## src/rtl/pattern_scheduler.sv

```systemverilog
// Frame-synchronous pattern scheduler: selects the active pattern generator, inserts
// whole blank frames between patterns and broadcasts the animation step size.
module pattern_scheduler #(
  parameter int NUM_PATTERNS = 4,
  parameter int DWELL_FRAMES = 600,
  parameter int BLANK_FRAMES = 4
) (
  input  logic                            clk,
  input  logic                            rst,
  input  logic                            next_frame,
  input  logic                            btn_next,
  input  logic                            auto_en,
  input  logic                            speed_up,
  input  logic                            speed_down,
  output logic [NUM_PATTERNS-1:0]         pattern_enable,
  output logic [$clog2(NUM_PATTERNS)-1:0] pattern_sel,
  output logic [2:0]                      step_size,
  output logic                            blank
);

  localparam int SW = $clog2(NUM_PATTERNS);
  localparam int DW = $clog2(DWELL_FRAMES + 1);
  localparam int BW = $clog2(BLANK_FRAMES + 1);

  localparam logic [SW-1:0] SEL_LAST   = SW'(NUM_PATTERNS - 1);
  localparam logic [DW-1:0] DWELL_LAST = DW'(DWELL_FRAMES - 1);
  localparam logic [BW-1:0] BLANK_LAST = BW'(BLANK_FRAMES - 1);

  typedef enum logic {
    ST_RUN,
    ST_BLANK
  } state_t;

  state_t                  state, state_nxt;
  logic                    btn_s1, btn_s2, btn_d;
  logic                    btn_rise;
  logic                    pending, pending_nxt;
  logic [DW-1:0]           dwell_cnt, dwell_nxt;
  logic [BW-1:0]           blank_cnt, blank_cnt_nxt;
  logic [SW-1:0]           sel_nxt;
  logic [NUM_PATTERNS-1:0] enable_nxt;
  logic                    blank_out_nxt;
  logic [2:0]              step_nxt;

  assign btn_rise = btn_s2 & ~btn_d;

  always_ff @(posedge clk or posedge rst) begin
    if (rst) begin
      state          <= ST_RUN;
      btn_s1         <= 1'b0;
      btn_s2         <= 1'b0;
      btn_d          <= 1'b0;
      pending        <= 1'b0;
      dwell_cnt      <= '0;
      blank_cnt      <= '0;
      pattern_sel    <= '0;
      pattern_enable <= NUM_PATTERNS'(1);
      blank          <= 1'b0;
      step_size      <= 3'd2;
    end else begin
      state          <= state_nxt;
      btn_s1         <= btn_next;
      btn_s2         <= btn_s1;
      btn_d          <= btn_s2;
      pending        <= pending_nxt;
      dwell_cnt      <= dwell_nxt;
      blank_cnt      <= blank_cnt_nxt;
      pattern_sel    <= sel_nxt;
      pattern_enable <= enable_nxt;
      blank          <= blank_out_nxt;
      step_size      <= step_nxt;
    end
  end

  always_comb begin
    state_nxt     = state;
    pending_nxt   = pending | btn_rise;
    dwell_nxt     = dwell_cnt;
    blank_cnt_nxt = blank_cnt;
    sel_nxt       = pattern_sel;

    case (state)
      ST_RUN: begin
        if (next_frame) begin
          // A switch taken this cycle also swallows an edge detected this cycle.
          if (pending || (auto_en && dwell_cnt == DWELL_LAST)) begin
            state_nxt     = ST_BLANK;
            dwell_nxt     = '0;
            pending_nxt   = 1'b0;
            blank_cnt_nxt = '0;
          end else begin
            dwell_nxt = dwell_cnt + DW'(1);
          end
        end
      end
      ST_BLANK: begin
        dwell_nxt = '0;
        if (next_frame) begin
          if (blank_cnt == BLANK_LAST) begin
            state_nxt = ST_RUN;
            sel_nxt   = (pattern_sel == SEL_LAST) ? '0 : pattern_sel + SW'(1);
          end else begin
            blank_cnt_nxt = blank_cnt + BW'(1);
          end
        end
      end
      default: state_nxt = ST_RUN;
    endcase

    if (!auto_en) dwell_nxt = '0;
  end

  // Registered outputs are derived from next-state so they change on pixel 0.
  always_comb begin
    blank_out_nxt = (state_nxt == ST_BLANK);
    enable_nxt    = '0;
    for (int unsigned i = 0; i < NUM_PATTERNS; i++) begin
      enable_nxt[i] = (state_nxt == ST_RUN) && (sel_nxt == SW'(i));
    end
  end

  always_comb begin
    step_nxt = step_size;
    if (speed_up && !speed_down && step_size != 3'd7) step_nxt = step_size + 3'd1;
    else if (speed_down && !speed_up && step_size != 3'd0) step_nxt = step_size - 3'd1;
  end

endmodule

```

## config.mk

```make
export PLATFORM = sky130hd
export DESIGN_NAME = pattern_scheduler
export DESIGN_NICKNAME = d
export VERILOG_FILES = /design/src/rtl/pattern_scheduler.sv
export SDC_FILE = /design/constraint.sdc
export NUM_CORES = 1
export LEC_CHECK = 0
export CORE_MARGIN = 4
export CORE_UTILIZATION = 25
export DETAILED_ROUTE_END_ITERATION = 7
export GPL_TIMING_DRIVEN = 0
export PLACE_DENSITY = 0.48
export SYNTH_ARGS = -nofsm -noshare
export SYNTH_HDL_FRONTEND = slang
export SYNTH_SLANG_ARGS = --single-unit
export TNS_END_PERCENT = 50
```

## constraint.sdc

```tcl
create_clock -name clk -period 3.75 [get_ports clk]
set_clock_uncertainty 0.15 [all_clocks]
set_input_delay 0.9375 -clock clk [delete_from_list [all_inputs] [get_ports clk]]
set_output_delay 0.9375 -clock clk [all_outputs]
set_load 0.01 [all_outputs]
```

======== After elaboration in Yosys (flattened, before gate mapping) ========
Cells that the tools add are included.
storage, ports and cells
  bits in registers ....................... 27
  bits in latches ......................... 0
  bits in writable memories ............... 0
  memory bits (read-only) ................. 0
  input port bits ......................... 7
  output and inout port bits .............. 10
  word-level logic and storage cells ...... 71
  memories kept ........................... 0
cells by class
  add/sub/neg operators ................... 5
  $mul .................................... 0
  divide/modulo/power cells ............... 0
  magnitude comparators ................... 0
  eq/ne operators ......................... 12
  shift operators ......................... 0
  multiplexer cells ....................... 23
  bitwise operators ....................... 5
  reduce and logical (&&, ||, !) cells .... 16
operators by type and width
  kind                                                                   number
  10-bit 2-to-1 mux                                                      3
  10-bit case mux with 2 select lines                                    1
  3-bit 2-to-1 mux                                                       6
  10-bit by 1-bit adder with 10-bit output, second input constant        1
  10-bit equality test, second input constant                            1
  1-bit logical AND                                                      9
  2-bit 2-to-1 mux                                                       4
  2-bit inequality test, second input constant                           4
  1-bit 2-to-1 mux                                                       7
  3-bit by 1-bit adder with 3-bit output, second input constant          2
  2-bit equality test, second input constant                             3
  3-bit inequality test, second input constant                           2
  3-bit case mux with 2 select lines                                     1
  4-bit AND reduction                                                    1
  3-bit by 2-bit equality test with 1-bit output, second input constant  1
  1-bit inverter                                                         3
  3-bit nonzero test                                                     1
  3-bit by 1-bit subtractor with 3-bit output, second input constant     1
  2-bit by 1-bit adder with 2-bit output, second input constant          1
  2-bit by 1-bit equality test with 1-bit output, second input constant  1
  1-bit logical NOT                                                      2
  2-bit logical NOT                                                      1
  1-bit case mux with 2 select lines                                     1
  2-bit nonzero test                                                     1
  other kinds (3)                                                        3

======== Depth between registers and ports, before layout ========
  word-level depth ........................ 8
  gate-level depth with buffers ........... 8
  gate-level depth less buffers ........... 7

======== Worst setup path after synthesis ========
OpenSTA, ideal clock, no wires.
  path type ............................... input to register
  from .................................... input speed_up
  to ...................................... register step_size[1]
  library setup time ...................... 90 ps
  data arrival time ....................... 2105 ps
  required time ........................... 3510 ps
  path slack .............................. 1405 ps
  stages .................................. 6
  buffers on the path ..................... 0
  path through ............................ nor2b_1 > nand2_1 > fa_1 > mux2_2 > nand2_1 > nand4_1
between the ends
  elaborated cells on any way between the ends .. 7
  classes of those cells .................. mux: 1; reduce/logical: 6
RTL lines
  item                            RTL line  text
  start, declared                 13        input logic speed_up,
  1-bit logical AND (2 in a row)  124       if (speed_up && !speed_down && step_size != 3'd7) step_nxt = step_size + 3'd1;
  3-bit 2-to-1 mux                124
  named net step_nxt[1]           43        logic [2:0] step_nxt;
  end signal, assigned            71        step_size <= step_nxt;
  end, declared                   17        output logic [2:0] step_size,
The timed path passes the listed nets, and every way through them passes these cells.
A chain may end at the register's enable or synchronous reset.

======== Final worst setup path ========
  from .................................... input speed_down
  to ...................................... register step_size[2]
between the ends
  cells in the longest elaborated chain, start to end .. 4
  elaborated cells on any way between the ends .. 7
  classes of those cells .................. mux: 1; reduce/logical: 6
RTL lines
  item                                                           RTL line  text
  start, declared                                                14        input logic speed_down,
  1-bit logical NOT                                              124
  1-bit logical AND (2 in a row)                                 124
  3-bit 2-to-1 mux / 2-bit nonzero test (equally long branches)  -
Parallel ways exist; a longest one is shown, timed or not.

==> impl_metrics.env <==
export IMPL_clock_root_buffer="clkbuf_8"
export IMPL_clock_path_buffers=2
export IMPL_path_class="in2reg"
export IMPL_grt_max_degree=28
export IMPL_start_util_pct=26.5
export IMPL_place_area_um2=1750
export IMPL_worst_path_max_fanout=8
export IMPL_drv_slew=0
export IMPL_finalNonFillerCells=250
export IMPL_cts_buffers=3
export IMPL_syn_area_um2=1500
export IMPL_cts_num_sinks=27
export IMPL_min_period_ns=2.79
export IMPL_die_x_um=85.4
export IMPL_drc=0
export IMPL_grt_pass1_vias=1142
export IMPL_port_buffers=16
export IMPL_core_area_um2=5640
export IMPL_worstSetupStartpointType="input port"
export IMPL_clk_pin_slew_ns=0.10
export IMPL_netlist_instances=158
export IMPL_nNetsFinal=191
export IMPL_status="finished, final reports clean"
export IMPL_critPathCaptureType="flip-flop"
export IMPL_final_common_cell="dfrtp_1"
export IMPL_cp_common_cell="o21ai_0"
export IMPL_postSynthAreaPerCell_um2=9.47
export IMPL_p_total_mw=1.04
export IMPL_vias=1194
export IMPL_path_cells="clkdlybuf4s50_1 -> nor2b_1 -> nand2_1 -> fa_1 -> nor3b_1 -> o21ai_0 -> o21ai_0 -> a211oi_1"
export IMPL_setup_viol=0
export IMPL_dp_cells=246
export IMPL_area_delta_synth_final_pct=20.1
export IMPL_grt_ovfl_total=0
export IMPL_yosysWarnings=0
export IMPL_drtPass1Iterations=4
export IMPL_antenna_found_initial=0
export IMPL_final_cell_mix="25 x dfrtp_1, 17 x nand3_1, 16 x clkdlybuf4s50_1"
export IMPL_ctsHoldBuffers=0
export IMPL_cp_buffers_inverters=1
export IMPL_grt_use_total_pct=9.40
export IMPL_min_path_type="reg2reg"
export IMPL_cpMaxStageDelayCell="clkdlybuf4s50_1"
export IMPL_synth_cell_type_count=37
export IMPL_pin_count=17
export IMPL_cp_arrival_ns=2.79
export IMPL_wl_mm=3.12
export IMPL_drt_iter0_drc=58
export IMPL_dp_hpwl_mm=2.16
export IMPL_rows=27
export IMPL_post_cts_setup_buffers=0
export IMPL_ys_seq_area_share_pct=45.3
export IMPL_place_gp_congestion=0.769
export IMPL_power_density_nw_per_um2=579
export IMPL_whs_ns=0.207
export IMPL_wl_per_cell_um=12.5
export IMPL_grt_pass1_wl_mm=5.54
export IMPL_diodes=0
export IMPL_via_per_inst=4.78
export IMPL_critPathMaxStageDelay_ns=0.54
export IMPL_hold_violations=0
export IMPL_max_slew_margin_pct=29.6
export IMPL_die_y_um=85.4
export IMPL_syn_nets=170
export IMPL_tritoncts="yes"
export IMPL_insertion_delay_ns=0.28
export IMPL_fin_setup_tns_ns=0
export IMPL_cts_resized=0
export IMPL_cts_max_level=1
export IMPL_path_delay_family="simple AND/OR/NAND/NOR gates"
export IMPL_drive_gt1_share_pct=7.30
export IMPL_critPathRequiredTime_ns=3.76
export IMPL_worst_pin_slew_ns=1.06
export IMPL_fin_crit_sh_pct=74.3
export IMPL_leakage_nw=0.689
export IMPL_design_area_um2=1800
export IMPL_max_cap_violations=0
export IMPL_die_area_um2=7290
export IMPL_ant_nets=0
export IMPL_rsz0062_at_grt="no"
export IMPL_ys_seq_elements=27
export IMPL_vdd_ir_drop_max_mv=0.252
export IMPL_fmax_ghz=0.359
## registers in the layout, summed over array words and instances, names as in the netlist
name / count
blank_cnt: 3
btn_s1: 1
pattern_enable: 4
btn_d: 1
step_size: 3
dwell_cnt: 10
state: 1
pattern_sel: 2
pending: 1
btn_s2: 1
## worst paths after layout
| kind | slack, ns | from | cells after the start | end |
|---|---|---|---|---|
| worst min register to register | 0.21 | btn_s1$_DFF_PP0_ | 0 | btn_s2$_DFF_PP0_ |
| min in group asynchronous | 1.05 | rst | 2 | pattern_enable[2]$_DFF_PP0_ |
| worst min-delay path | 0.21 | btn_s1$_DFF_PP0_ | 0 | btn_s2$_DFF_PP0_ |
| worst max-delay path | 0.96 | speed_down | 8 | step_size[2]$_DFFE_PP0P_ |
| worst max register to register | 1.71 | step_size[2]$_DFFE_PP0P_ | 7 | step_size[1]$_DFFE_PP1P_ |
| max in group asynchronous | 1.76 | rst | 2 | dwell_cnt[8]$_DFFE_PP0P_ |
## cell usage after synthesis
master | number | area [um2]
a211oi_1 | 1 | 7.51
a21bo_2 | 1 | 10.0
a21oi_1 | 5 | 25.0
a22o_1 | 3 | 26.3
a31oi_1 | 7 | 43.8
a32o_1 | 1 | 10.0
a41oi_4 | 1 | 27.5
and4b_1 | 2 | 20.0
buf_4 | 1 | 7.51
clkbuf_1 | 4 | 15.0
dfrtp_1 | 25 | 626
dfstp_2 | 2 | 52.6
fa_1 | 1 | 20.0
ha_1 | 4 | 50.1
inv_1 | 6 | 22.5
mux2_2 | 1 | 11.3
mux2i_1 | 1 | 10.0
nand2_1 | 14 | 52.6
nand2b_1 | 9 | 56.3
nand3_1 | 17 | 85.1
nand3b_1 | 1 | 7.51
nand4_1 | 2 | 12.5
nand4b_1 | 1 | 8.76
nor2_1 | 9 | 33.8
nor2b_1 | 6 | 37.5
nor3_1 | 9 | 45.0
nor3b_1 | 3 | 22.5
nor4_1 | 2 | 12.5
nor4b_4 | 1 | 23.8
nor4bb_1 | 1 | 10.0
o211ai_1 | 2 | 15.0
o21ai_0 | 9 | 45.0
o21ai_1 | 1 | 5.00
o22a_1 | 1 | 8.76
o311a_1 | 1 | 10.0
o31ai_1 | 1 | 7.51
or2_2 | 2 | 12.5
## layout make-up
class                      count  area [um2]
fill                         595        3840
multi-input combinational    120         773
sequential                    27         678
timing repair buffer          16         160
tap                           72        90.1
clock buffer                   3        41.3
buffer                         5        22.5
inverter                       6        22.5
clock inverter                 1        8.76
## power breakdown
part,leakage (nW),internal (mW),switching [mW]
Sequential,0.344,0.365,0.0757
Combinational,0.318,0.204,0.216
Clock,0.0261,0.0782,0.101
## metal layers
| metal | up-vias | GRT usage, % | routed length [um] |
|---|---|---|---|
| li1 | 623 | - | - |
| met3 | 2 | 2.82 | 100 |
| met2 | 15 | 13.9 | 1400 |
| met1 | 554 | 13.0 | 1590 |
| met5 | - | 0 | 0 |
| met4 | 0 | 3.02 | 29 |
## cell families (layout without fill, tap and decap cells)
family,count (synthesis),after routing,synth area share (%)
compound gates,34,34,16.1
mux,2,2,1.42
fa+ha+maj,5,5,4.68
simple gates,79,79,29.4
buf+inv,11,31,3.01
flops,27,27,45.3
## metrics by stage
stage,setup slack (ns),utilization (%)
2_1_floorplan,1.40,-
3_3_place_gp,0.658,31.0
3_5_place_dp,0.684,31.0
4_1_cts,0.991,31.8
5_1_grt,0.770,31.8
6_report,0.964,31.8
No activity file was read; power rests on OpenSTA's default activity.
